--- src/rtl/period_log_sched.sv ---
// Round-robin scheduler sharing one log record port between N_CH period meters, with per-channel silence watchdogs.
// Optional build macro PERIOD_LOG_OVR_CNT_EN adds saturating per-channel overrun counters on ovr_cnt.
module period_log_sched #(
  parameter int N_CH        = 4,
  parameter int CNT_W       = 32,
  parameter int TIMEOUT_CYC = 1000000,
  localparam int CH_W       = (N_CH > 1) ? $clog2(N_CH) : 1,
  localparam int LOG_W      = CH_W + 2 + CNT_W
) (
  input  logic                   cam_clk,
  input  logic                   cam_resetn,
  input  logic                   enable,
  input  logic [N_CH*CNT_W-1:0]  ch_period,
  input  logic [N_CH-1:0]        ch_new,
  output logic                   log_valid,
  input  logic                   log_ready,
  output logic [LOG_W-1:0]       log_data,
  input  logic                   clr_stats,
  output logic [N_CH*8-1:0]      ovr_cnt
);

  // state  | meaning
  // IDLE   | port free, grant the next pending slot if any
  // PRESENT| record on log_data, waiting for log_ready
  localparam logic [0:0] IDLE    = 1'b0;
  localparam logic [0:0] PRESENT = 1'b1;

  localparam int WD_W = (TIMEOUT_CYC > 1) ? $clog2(TIMEOUT_CYC) : 1;

  logic [0:0]       state;
  logic [CH_W-1:0]  last_grant;
  logic [N_CH-1:0]  pend;
  logic [N_CH-1:0]  ovr;
  logic [N_CH-1:0]  tmo;
  logic [CNT_W-1:0] val [N_CH];
  logic [WD_W-1:0]  wd  [N_CH];

  logic             gnt_any;
  logic [CH_W-1:0]  gnt_id;
  logic [N_CH-1:0]  gnt_vec;
  logic [N_CH-1:0]  overwrite;
  int               sel;

  // Search upward from the channel after the last grant; disabled ports grant nothing.
  always_comb begin
    gnt_any = 1'b0;
    gnt_id  = '0;
    gnt_vec = '0;
    sel     = 0;
    if (state == IDLE && enable) begin
      for (int k = 1; k <= N_CH; k++) begin
        sel = (int'(last_grant) + k) % N_CH;
        if (!gnt_any && pend[sel]) begin
          gnt_any = 1'b1;
          gnt_id  = CH_W'(sel);
        end
      end
    end
    if (gnt_any) gnt_vec[gnt_id] = 1'b1;
  end

  assign overwrite = {N_CH{enable}} & ch_new & pend & ~gnt_vec;

  always_ff @(posedge cam_clk) begin
    if (!cam_resetn) begin
      pend <= '0;
      ovr  <= '0;
      tmo  <= '0;
      for (int i = 0; i < N_CH; i++) begin
        val[i] <= '0;
        wd[i]  <= '0;
      end
    end else if (!enable) begin
      pend <= '0;
      ovr  <= '0;
      tmo  <= '0;
      for (int i = 0; i < N_CH; i++) wd[i] <= '0;
    end else begin
      for (int i = 0; i < N_CH; i++) begin
        if (ch_new[i]) begin
          // A fresh value always beats a timeout landing in the same cycle.
          val[i]  <= ch_period[i*CNT_W +: CNT_W];
          pend[i] <= 1'b1;
          tmo[i]  <= 1'b0;
          ovr[i]  <= overwrite[i];
          wd[i]   <= '0;
        end else begin
          if (gnt_vec[i]) begin
            pend[i] <= 1'b0;
            ovr[i]  <= 1'b0;
            tmo[i]  <= 1'b0;
          end
          if (TIMEOUT_CYC > 0) begin
            if (wd[i] == WD_W'(TIMEOUT_CYC - 1)) begin
              wd[i] <= '0;
              if (!pend[i]) begin
                pend[i] <= 1'b1;
                tmo[i]  <= 1'b1;
                val[i]  <= '1;
              end
            end else begin
              wd[i] <= wd[i] + WD_W'(1);
            end
          end
        end
      end
    end
  end

  always_ff @(posedge cam_clk) begin
    if (!cam_resetn) begin
      state      <= IDLE;
      log_valid  <= 1'b0;
      log_data   <= '0;
      last_grant <= CH_W'(N_CH - 1);
    end else begin
      case (state)
        IDLE: begin
          if (gnt_any) begin
            log_data   <= {gnt_id, tmo[gnt_id], ovr[gnt_id], val[gnt_id]};
            log_valid  <= 1'b1;
            last_grant <= gnt_id;
            state      <= PRESENT;
          end
        end
        PRESENT: begin
          if (log_ready) begin
            log_valid <= 1'b0;
            state     <= IDLE;
          end
        end
        default: begin
          log_valid <= 1'b0;
          state     <= IDLE;
        end
      endcase
    end
  end

`ifdef PERIOD_LOG_OVR_CNT_EN
  always_ff @(posedge cam_clk) begin
    if (!cam_resetn) begin
      ovr_cnt <= '0;
    end else if (clr_stats) begin
      ovr_cnt <= '0;
    end else begin
      for (int i = 0; i < N_CH; i++) begin
        if (overwrite[i] && ovr_cnt[i*8 +: 8] != 8'hFF)
          ovr_cnt[i*8 +: 8] <= ovr_cnt[i*8 +: 8] + 8'd1;
      end
    end
  end
`else
  logic unused_clr_stats;
  assign unused_clr_stats = clr_stats;
  assign ovr_cnt = '0;
`endif

endmodule

--- config.mk ---
export PLATFORM = sky130hd
export DESIGN_NAME = period_log_sched
export DESIGN_NICKNAME = d
export VERILOG_FILES = /design/src/rtl/period_log_sched.sv
export SDC_FILE = /design/constraint.sdc
export NUM_CORES = 1
export LEC_CHECK = 0
export CAP_MARGIN = 10
export CORE_ASPECT_RATIO = 1.5
export CORE_MARGIN = 5
export CORE_UTILIZATION = 49
export DETAILED_ROUTE_END_ITERATION = 7
export MAX_ROUTING_LAYER = met4
export PLACE_DENSITY = 0.89
export SLEW_MARGIN = 10
export SYNTH_ARGS = -nofsm -noshare
export SYNTH_HDL_FRONTEND = slang
export SYNTH_SLANG_ARGS = --single-unit
--- constraint.sdc ---
create_clock -name cam_clk -period 4.47 [get_ports cam_clk]
set_input_delay 0.447 -clock cam_clk [delete_from_list [all_inputs] [get_ports cam_clk]]
set_output_delay 0.447 -clock cam_clk [all_outputs]
set_load 0.01 [all_outputs]
==> Yosys cells after proc, flatten, opt, wreduce, memory -nomap -nowiden <==
Memory sizes are Yosys's and may differ from the RTL's. A register that Yosys moved wholly into a read port is not among the register bits.
Cells that the tools add are included.
{ "word_totals": {"reg_bits": 52, "ram_bits": 208, "input_bits": 137, "out_inout_bits": 69, "elab_cells": 276, "mem_count": 2} }
{ "op_classes": {"add_sub_neg": 8, "order_cmp": 6, "eq_ne": 6, "n_mux": 182, "n_bitwise": 35, "reduce_logical": 24} }
{ "memory_table": {"columns": ["memory", "depth", "word_bits", "rd", "rd_clocked_by_memory_dff", "wr", "line_no", "text"], "rows": [
  ["val", 4, 32, 1, 1, 4, "35", "logic [CNT_W-1:0] val [N_CH];"],
  ["wd", 4, 20, 4, 0, 4, "36", "logic [WD_W-1:0] wd [N_CH];"]
]} }
{ "op_table": {"columns": ["operator", "n"], "rows": [
  ["$mux W20", 16],
  ["$mux W32", 8],
  ["$mux W1", 143],
  ["$add A20 B1 Y20 const B", 4],
  ["$eq A20 B20 Y1 const B", 4],
  ["$or A1 B1 Y1", 24],
  ["$lt A3 B4 Y1 const B", 4],
  ["$and A4 B4 Y4", 3],
  ["$bmux W1 S2", 6],
  ["$reduce_or A3 Y1", 4],
  ["$mux W2", 5],
  ["$reduce_bool A2 Y1", 4],
  ["$reduce_or A2 Y1", 4],
  ["$reduce_and A2 Y1", 3],
  ["$logic_and A1 B1 Y1", 5],
  ["$add A2 B1 Y2 const B", 2],
  ["$add A2 B2 Y2 const B", 2],
  ["$and A1 B1 Y1 const A", 4],
  ["$logic_not A1 Y1", 4],
  ["$mux W4", 1],
  ["$ne A2 B2 Y1 const B", 2],
  ["$not A4 Y4", 1],
  ["$pmux W1 S2", 2],
  ["$lt A2 B3 Y1 const B", 1],
  ["3 further kinds", 5]
]} }

==> Depth between registers and ports, before layout <==
Gate-level depths: netlist of run 1.
{ "logic_depth": {"depth_word": 29, "mapped_depth": 8, "depth_no_buf": 6} }

==> Least setup slack after synthesis of run 1 <==
OpenSTA, ideal clock, no wires.
{ "synth_timing": {"kind": "register -> register", "from": "mem wd[0][0] in the netlist's numbering", "to": "mem val[0][0] (enable)", "setup_time_ps": 466, "arrival_time_ps": 3700, "path_slack_ps": 305, "path_stages_with_launch": 8, "path_buffers": 1, "synth_period_minus_slack_ps": 4165, "cell_sequence": "dfxtp_1 > ha_1 > and3_1 > buf_4 > nand3_4 > nor4_4 > a21oi_1 > o21ai_0"} }
{ "synth_rtl": {"columns": ["item", "line_no"], "rows": [
  ["start: declaration", "36"],
  ["end: declaration", "35"]
]} }

==> Worst setup path in the final report of run 1 <==
{ "layout_timing": {"from": "reg pend[3]", "to": "reg log_data[25] (read register of val)"} }
{ "layout_between": {"elab_chain_cells": 18, "elab_cells_between_ends": 32, "cone_classes": "mux (25); reduce/logical (7)"} }
{ "layout_lines": {"columns": ["item", "line_no", "text"], "rows": [
  ["start: declaration", "32", "logic [N_CH-1:0] pend;"],
  ["start signal: assignment", "66", "pend <= '0;"],
  ["start signal: assignment", "74", "pend <= '0;"],
  ["start signal: indexed assignment", "83", "pend[i] <= 1'b1;"],
  ["$bmux W1 S2", "53", "if (!gnt_any && pend[sel]) begin"],
  ["$mux W1 (implied by the code) (2 in a row)", "53", null],
  ["$mux W1", "53", null],
  ["$mux W1", "50", "if (state == IDLE && enable) begin"],
  ["$logic_not A1 Y1", "53", null],
  ["$logic_and A1 B1 Y1", "53", null],
  ["$mux W1", "53", null],
  ["$mux W1", "50", null],
  ["$logic_not A1 Y1", "53", null],
  ["$logic_and A1 B1 Y1", "53", null],
  ["$mux W1", "53", null],
  ["$mux W1", "50", null],
  ["$logic_not A1 Y1", "53", null],
  ["$logic_and A1 B1 Y1", "53", null],
  ["$mux W1", "53", null],
  ["$mux W1", "50", null],
  ["$reduce_and A2 Y1 (no line)", null, null],
  ["end: declaration", "17", "output logic [LOG_W-1:0] log_data,"]
]} }
Several ways; a longest one is shown, not always the timed one. The select of a mux whose other input is x is not followed.
A chain may end at the register's enable or synchronous reset.

==> impl_metrics.yaml, run 1 <==
status:
  outcome: "completed"
synthesis:
  synth_xor_xnor_area_share_pct: 4.997
  ys_async_sr_fraction_pct: 0
  ys_ff_latch: 260
  synth_fa_ha_area_share_pct: 0.3966
  synth-simple-area-share_pct: 16.89
  synth-edff-count: 188
  synth_cells: 1207
  synth_mux_area_share_pct: 0.7931
  avgSynthCellArea_um2: 10.46
  netlist_area_mm2: 0.01262
  synthDistinctLibCells: 60
  yosysWarnings: 0
  synth_flop_cell: "edfxtp_1"
  synth_compound_area_share_pct: 14.33
  ys_seq_area_share_pct: 56.15
  synth_top_family_by_area: "simple AND/OR/NAND/NOR gates"
global_route:
  grt_max_degree: 63
  groute.layer.met3.usage_pct: 3.711
  grtUsageTotal_pct: 24.05
  grtUsageMet2_pct: 40.63
  use_met1_pct: 25.19
  grt_pass1_wl_um: 53250
  antenna_found_initial: 0
  overflow: 0
  first_global_vias: 9998
  grt_busiest_layer: "met2"
setup_path:
  critPathArrivalTime_ns: 3.22
  crit_fanout: 19
  path_class: "reg2reg"
  crit_path_start_kind: "flop"
  required_ns: 4.81
  endpoint_kind: "flop"
finish:
  syn_to_final_growth_pct: 22.37
  layout_commonest_cell: "edfxtp_1"
  final_cells: 1740
  drive_above_1_share_pct: 6.183
  antennaDiodeCount: 0
  utilization_pct: 60.36
  final_net_count: 1530
  final_cell_mix: "edfxtp_1 (188), clkdlybuf4s50_1 (172), nand2_1 (142)"
sta:
  slew_headroom_pct: 13.87
  fin_setup_tns_ns: 0
  worstMarginPinSlew_ns: 1.292
  grt_setup_unrepaired: "no"
  max_freq_mhz: 347.2
  setup_viol: 0
  fin_crit_sh_pct: 64.44
  maxSlewViolCount: 0
  period_needed_ns: 2.880
  whs_ns: 0.4648
  finalClockSkew_ns: 0.01977
  hold_viol_final: 0
detailed_routing:
  drc: 0
  dr.first_iter.drc_count: 1029
  vias_per_cell: 5.845
  first_pass_iters: 6
  post_drt_wl_per_cell_um: 20.35
  antenna_left: 0
  via_count: 10170
  routed_wl_um: 35400
min_path:
  hp-class: "reg2reg"
placement:
  port_buffers: 172
  dpl.hpwl_um: 24610
  placed_cells_incl_taps: 1696
  routabilityCongestion: 0.8939
floorplan:
  start_util_pct: 49.33
  core_mm2: 0.02558
  die-height_um: 206.6
  dieArea_mm2: 0.02913
  die_x_um: 141.0
  ioPinCount: 206
  rows: 72
clocking:
  cts_buffer_depth: 3
  clk_latency_ns: 0.52
  hold_buffers: 0
  cts_made_buffers: 24
  cts_max_level: 1
  cts_tree: "built"
  ctsResizeCount: 0
  cts-root-buf: "clkbuf_16"
  cts_setup_buffers: 0
  cts.sinks: 260
  path_clk_slew_ns: 0.07
power_and_ir_drop:
  p_leak_nw: 5.633
  report.power.total_w: 0.005863
  p_per_area_mw_per_mm2: 379.7
  ir_worst_vdd_v: 0.0002522
run:
  maxCapViolations: 0
sequential cells by signal (all words and copies together), names as in the netlist:
name	cells
ovr	4
tmo	4
log_data	36
state	1
wd	80
pend	4
log_valid	1
val	128
last_grant	2
cells by family (layout without fill, tap and decap cells):
family	Yosys count	in the layout
DFF	260	260
AOI/OAI and AO/OA	286	286
xor gates and xnor gates	72	72
muxes	10	10
adders and majority gates	4	4
other	2	92
and+or+nand+nor	434	434
buffers and inverters	139	249
worst max-delay path, stage by stage (launching register included):
cell      delay [ns]
dfxtp_1         0.64
nand2b_1        0.19
o311ai_2        0.33
a21o_1          0.53
a221oi_1        0.80
a31oi_1         0.20
routing by layer:
metal,vias up,wire (um)
met2,574,17960
met4,0,3055
met1,4831,11540
met3,130,2849
met5,-,0
li1,4635,-
path summary, 6_finish.rpt:
| path | start | end | slack [ns] | cells past startpoint |
|---|---|---|---|---|
| worst max-delay path | pend[3] | log_data[25] | 1.59 | 5 |
| worst min-delay path | wd[0][0] | wd[0][0] | 0.46 | 1 |
| worst max register to register | pend[3] | log_data[25] | 1.59 | 5 |
| worst min register to register | wd[0][0] | wd[0][0] | 0.46 | 1 |
power by group:
group	internal, W	switching, W	total (W)	leakage [nW]
combinational	0.000275	0.000378	0.000653	2.69
clock	0.00146	0.000890	0.00235	0.438
sequential	0.00275	0.000108	0.00286	2.51
total	0.00449	0.00138	0.00586	5.63
Yosys cell counts (6+ instances only):
library cell,n,area [um2]
nand2_1,143,536.8
dfxtp_1,72,1441
mux2i_1,10,100.1
and2_1,12,75.07
xnor2_1,28,245.2
edfxtp_1,188,5645
nor4_1,6,37.54
nand4_1,21,131.4
a21o_1,34,255.2
and3_1,10,62.56
xor2_1,44,385.4
a21boi_0,6,45.04
nor2_1,95,356.6
a31oi_1,29,181.4
a21oi_1,107,535.5
buf_4,45,337.8
o31a_1,11,96.34
o21ai_0,44,220.2
inv_1,13,48.80
clkbuf_1,43,161.4
nor3_1,12,60.06
a221oi_1,34,297.8
nand2b_1,6,37.54
and4_1,10,87.58
nand3_1,92,460.4
buf_2,23,115.1
buf_6,10,112.6
cell type report:
class / instances / area (um2)
Fill cell: 1992 / 10140
Sequential cell: 260 / 7087
Multi-Input combinational cell: 898 / 5105
Timing Repair Buffer: 192 / 1872
Clock buffer: 31 / 668.1
Tap cell: 333 / 416.7
Clock inverter: 13 / 246.5
Inverter: 13 / 48.80
per-stage QoR:
step	setup WS [ns]	area, um2
finish	1.590	15440
global placement	1.346	14530
detailed placement	1.228	14530
floorplan	0.3048	12960
global route	1.550	15440
CTS	1.707	15440
No activity file was read; power rests on OpenSTA's default activity.
==> inputs of run 2 (changes only) <==
--- a/config.mk
+++ b/config.mk
@@ -8,10 +8,10 @@
 export CAP_MARGIN = 10
 export CORE_ASPECT_RATIO = 1.5
 export CORE_MARGIN = 5
-export CORE_UTILIZATION = 49
+export CORE_UTILIZATION = 54
 export DETAILED_ROUTE_END_ITERATION = 7
 export MAX_ROUTING_LAYER = met4
-export PLACE_DENSITY = 0.89
+export PLACE_DENSITY = 0.93
 export SLEW_MARGIN = 10
 export SYNTH_ARGS = -nofsm -noshare
 export SYNTH_HDL_FRONTEND = slang
==> constraint.sdc (replaced) <==
create_clock -name cam_clk -period 2.8 [get_ports cam_clk]
set_input_delay 0.28 -clock cam_clk [delete_from_list [all_inputs] [get_ports cam_clk]]
set_output_delay 0.28 -clock cam_clk [all_outputs]
set_load 0.01 [all_outputs]
==> impl_metrics.yaml, run 2 (synthesized netlist as in run 1, its figures left out) <==
global_route:
  grt_max_degree: 61
  grt_pass1_wl_um: 56360
  antenna_found_initial: 1
  first_global_vias: 10650
  grtUsageTotal_pct: 27.91
  overflow: 0
detailed_routing:
  first_pass_iters: 6
  routed_wl_um: 37190
  dr.first_iter.drc_count: 1359
  drc: 0
  via_count: 10480
  post_drt_wl_per_cell_um: 21.29
  antenna_left: 0
  vias_per_cell: 6.000
finish:
  top_regs: "val (128), wd (80), log_data (36)"
  fillers: 1561
  layout_commonest_cell: "edfxtp_1"
  syn_to_final_growth_pct: 23.27
  final_cells: 1747
  multiInputGateArea_mm2: 0.005110
  final_net_count: 1554
  seq_area_mm2: 0.007087
  top_register: "val"
  drive_above_1_share_pct: 7.407
  largest_register_ffs: 128
  final_cell_mix: "edfxtp_1 (188), clkdlybuf4s50_1 (172), nand2_1 (142)"
  utilization_pct: 67.47
placement:
  placed_cells_incl_taps: 1701
  port_buffers: 172
  routabilityCongestion: 0.9313
  dpl.hpwl_um: 25890
sta:
  whs_ns: 0.4220
  slew_headroom_pct: 48.64
  hold_viol_final: 0
  fin_crit_sh_pct: 91.62
  worstMarginPinSlew_ns: 0.7704
  max_freq_mhz: 389.8
  period_needed_ns: 2.565
  finalClockSkew_ns: 0.01500
  setup_viol: 0
  maxSlewViolCount: 0
  fin_setup_tns_ns: 0
  grt_setup_unrepaired: "no"
floorplan:
  dieArea_mm2: 0.02659
  rows: 68
  core_mm2: 0.02306
  start_util_pct: 54.74
  die-height_um: 197.2
  die_x_um: 134.8
  ioPinCount: 206
power_and_ir_drop:
  p_per_area_mw_per_mm2: 582.0
  report.power.total_w: 0.009055
  ir_worst_vdd_v: 0.0005012
  p_leak_nw: 5.726
clocking:
  cts.sinks: 260
  hold_buffers: 0
  cts_tree: "built"
  cts-root-buf: "clkbuf_16"
  cts_buffer_depth: 3
  cts_made_buffers: 25
  ctsResizeCount: 0
  cts_max_level: 1
  cts_setup_buffers: 0
  clk_latency_ns: 0.53
  path_clk_slew_ns: 0.07
setup_path:
  required_ns: 3.20
  cpLargestDelayFamily: "compound AO/OA/AOI/OAI gates"
  path_class: "reg2reg"
  worstSetupStartpoint: "pend[0]"
  endpoint_kind: "flop"
  crit_fanout: 21
  path_buf_inv: 3
  cpPeakStageDelay_ns: 0.76
  cp_common_cell: "buf_4"
  crit_path_cell_trace: "inv_1 > a22oi_1 > nor2b_1 > buf_4 > a221oi_1 > buf_4 > a31oi_1"
  r2r-start: "pend[0]"
  crit_path_start_kind: "flop"
  critPathArrivalTime_ns: 2.97
  critPathSlowestCell: "dfxtp_1"
run:
  maxCapViolations: 0
status:
  outcome: "completed"
min_path:
  hp-class: "in2reg"
  worstHoldStart: "ch_period[112]"
-- run 2: cell types whose count changed in the layout (fill, tap and decap cells not counted), sizes merged --
cell      delta
buf         +23
bufinv       -5
clkbuf       +3
clkinv       +3
clkinvlp     -1
diode        +1
inv          +1
-- run 2: layout make-up --
type	count	share of cell area [%]
antenna	1	0.01608
clock buffer	34	4.439
clock inverter	11	0.7560
inverter	13	0.3137
multi-input combinational	898	32.85
sequential	260	45.55
tap	315	2.533
timing repair buffer	215	13.54
-- run 2: worst paths after layout --
kind	endpoint	slack, ns	cells after the start
setup / recovery	log_data[25]	0.23	7
hold / removal	val[3][16]	0.42	2
setup reg to reg	log_data[25]	0.23	7
hold reg to reg	wd[0][0]	0.48	1
-- run 2: metal layers --
metal	share of wire, %	wire, um	GRT usage [%]
met5	0	0	-
met4	8.8	3289	21.13
met3	8.2	3041	3.925
met2	51	19020	47.00
met1	32	11840	29.45
-- run 2: where the power goes --
| group | switching, W | internal (W) |
|---|---|---|
| sequential | 0.000172 | 0.00439 |
| combinational | 0.000631 | 0.000479 |
| clock | 0.00145 | 0.00193 |
-- run 2: worst reg2reg max path, delay by kind of cell, from the launching register on --
| kind | cells | cell delay [ns] |
|---|---|---|
| AO/OA/AOI/OAI | 3 | 0.78 |
| flip-flops | 1 | 0.76 |
| buffers and inverters | 3 | 0.73 |
| AND/OR/NAND/NOR | 1 | 0.17 |
-- run 2: metrics by stage --
step | area, um2 | setup slack, ns
floorplan | 12970 | 0.09178
global placement | 14750 | 0.4025
detailed placement | 14750 | 0.3301
CTS | 15550 | 0.2694
global route | 15560 | 0.09640
finish | 15560 | 0.2347
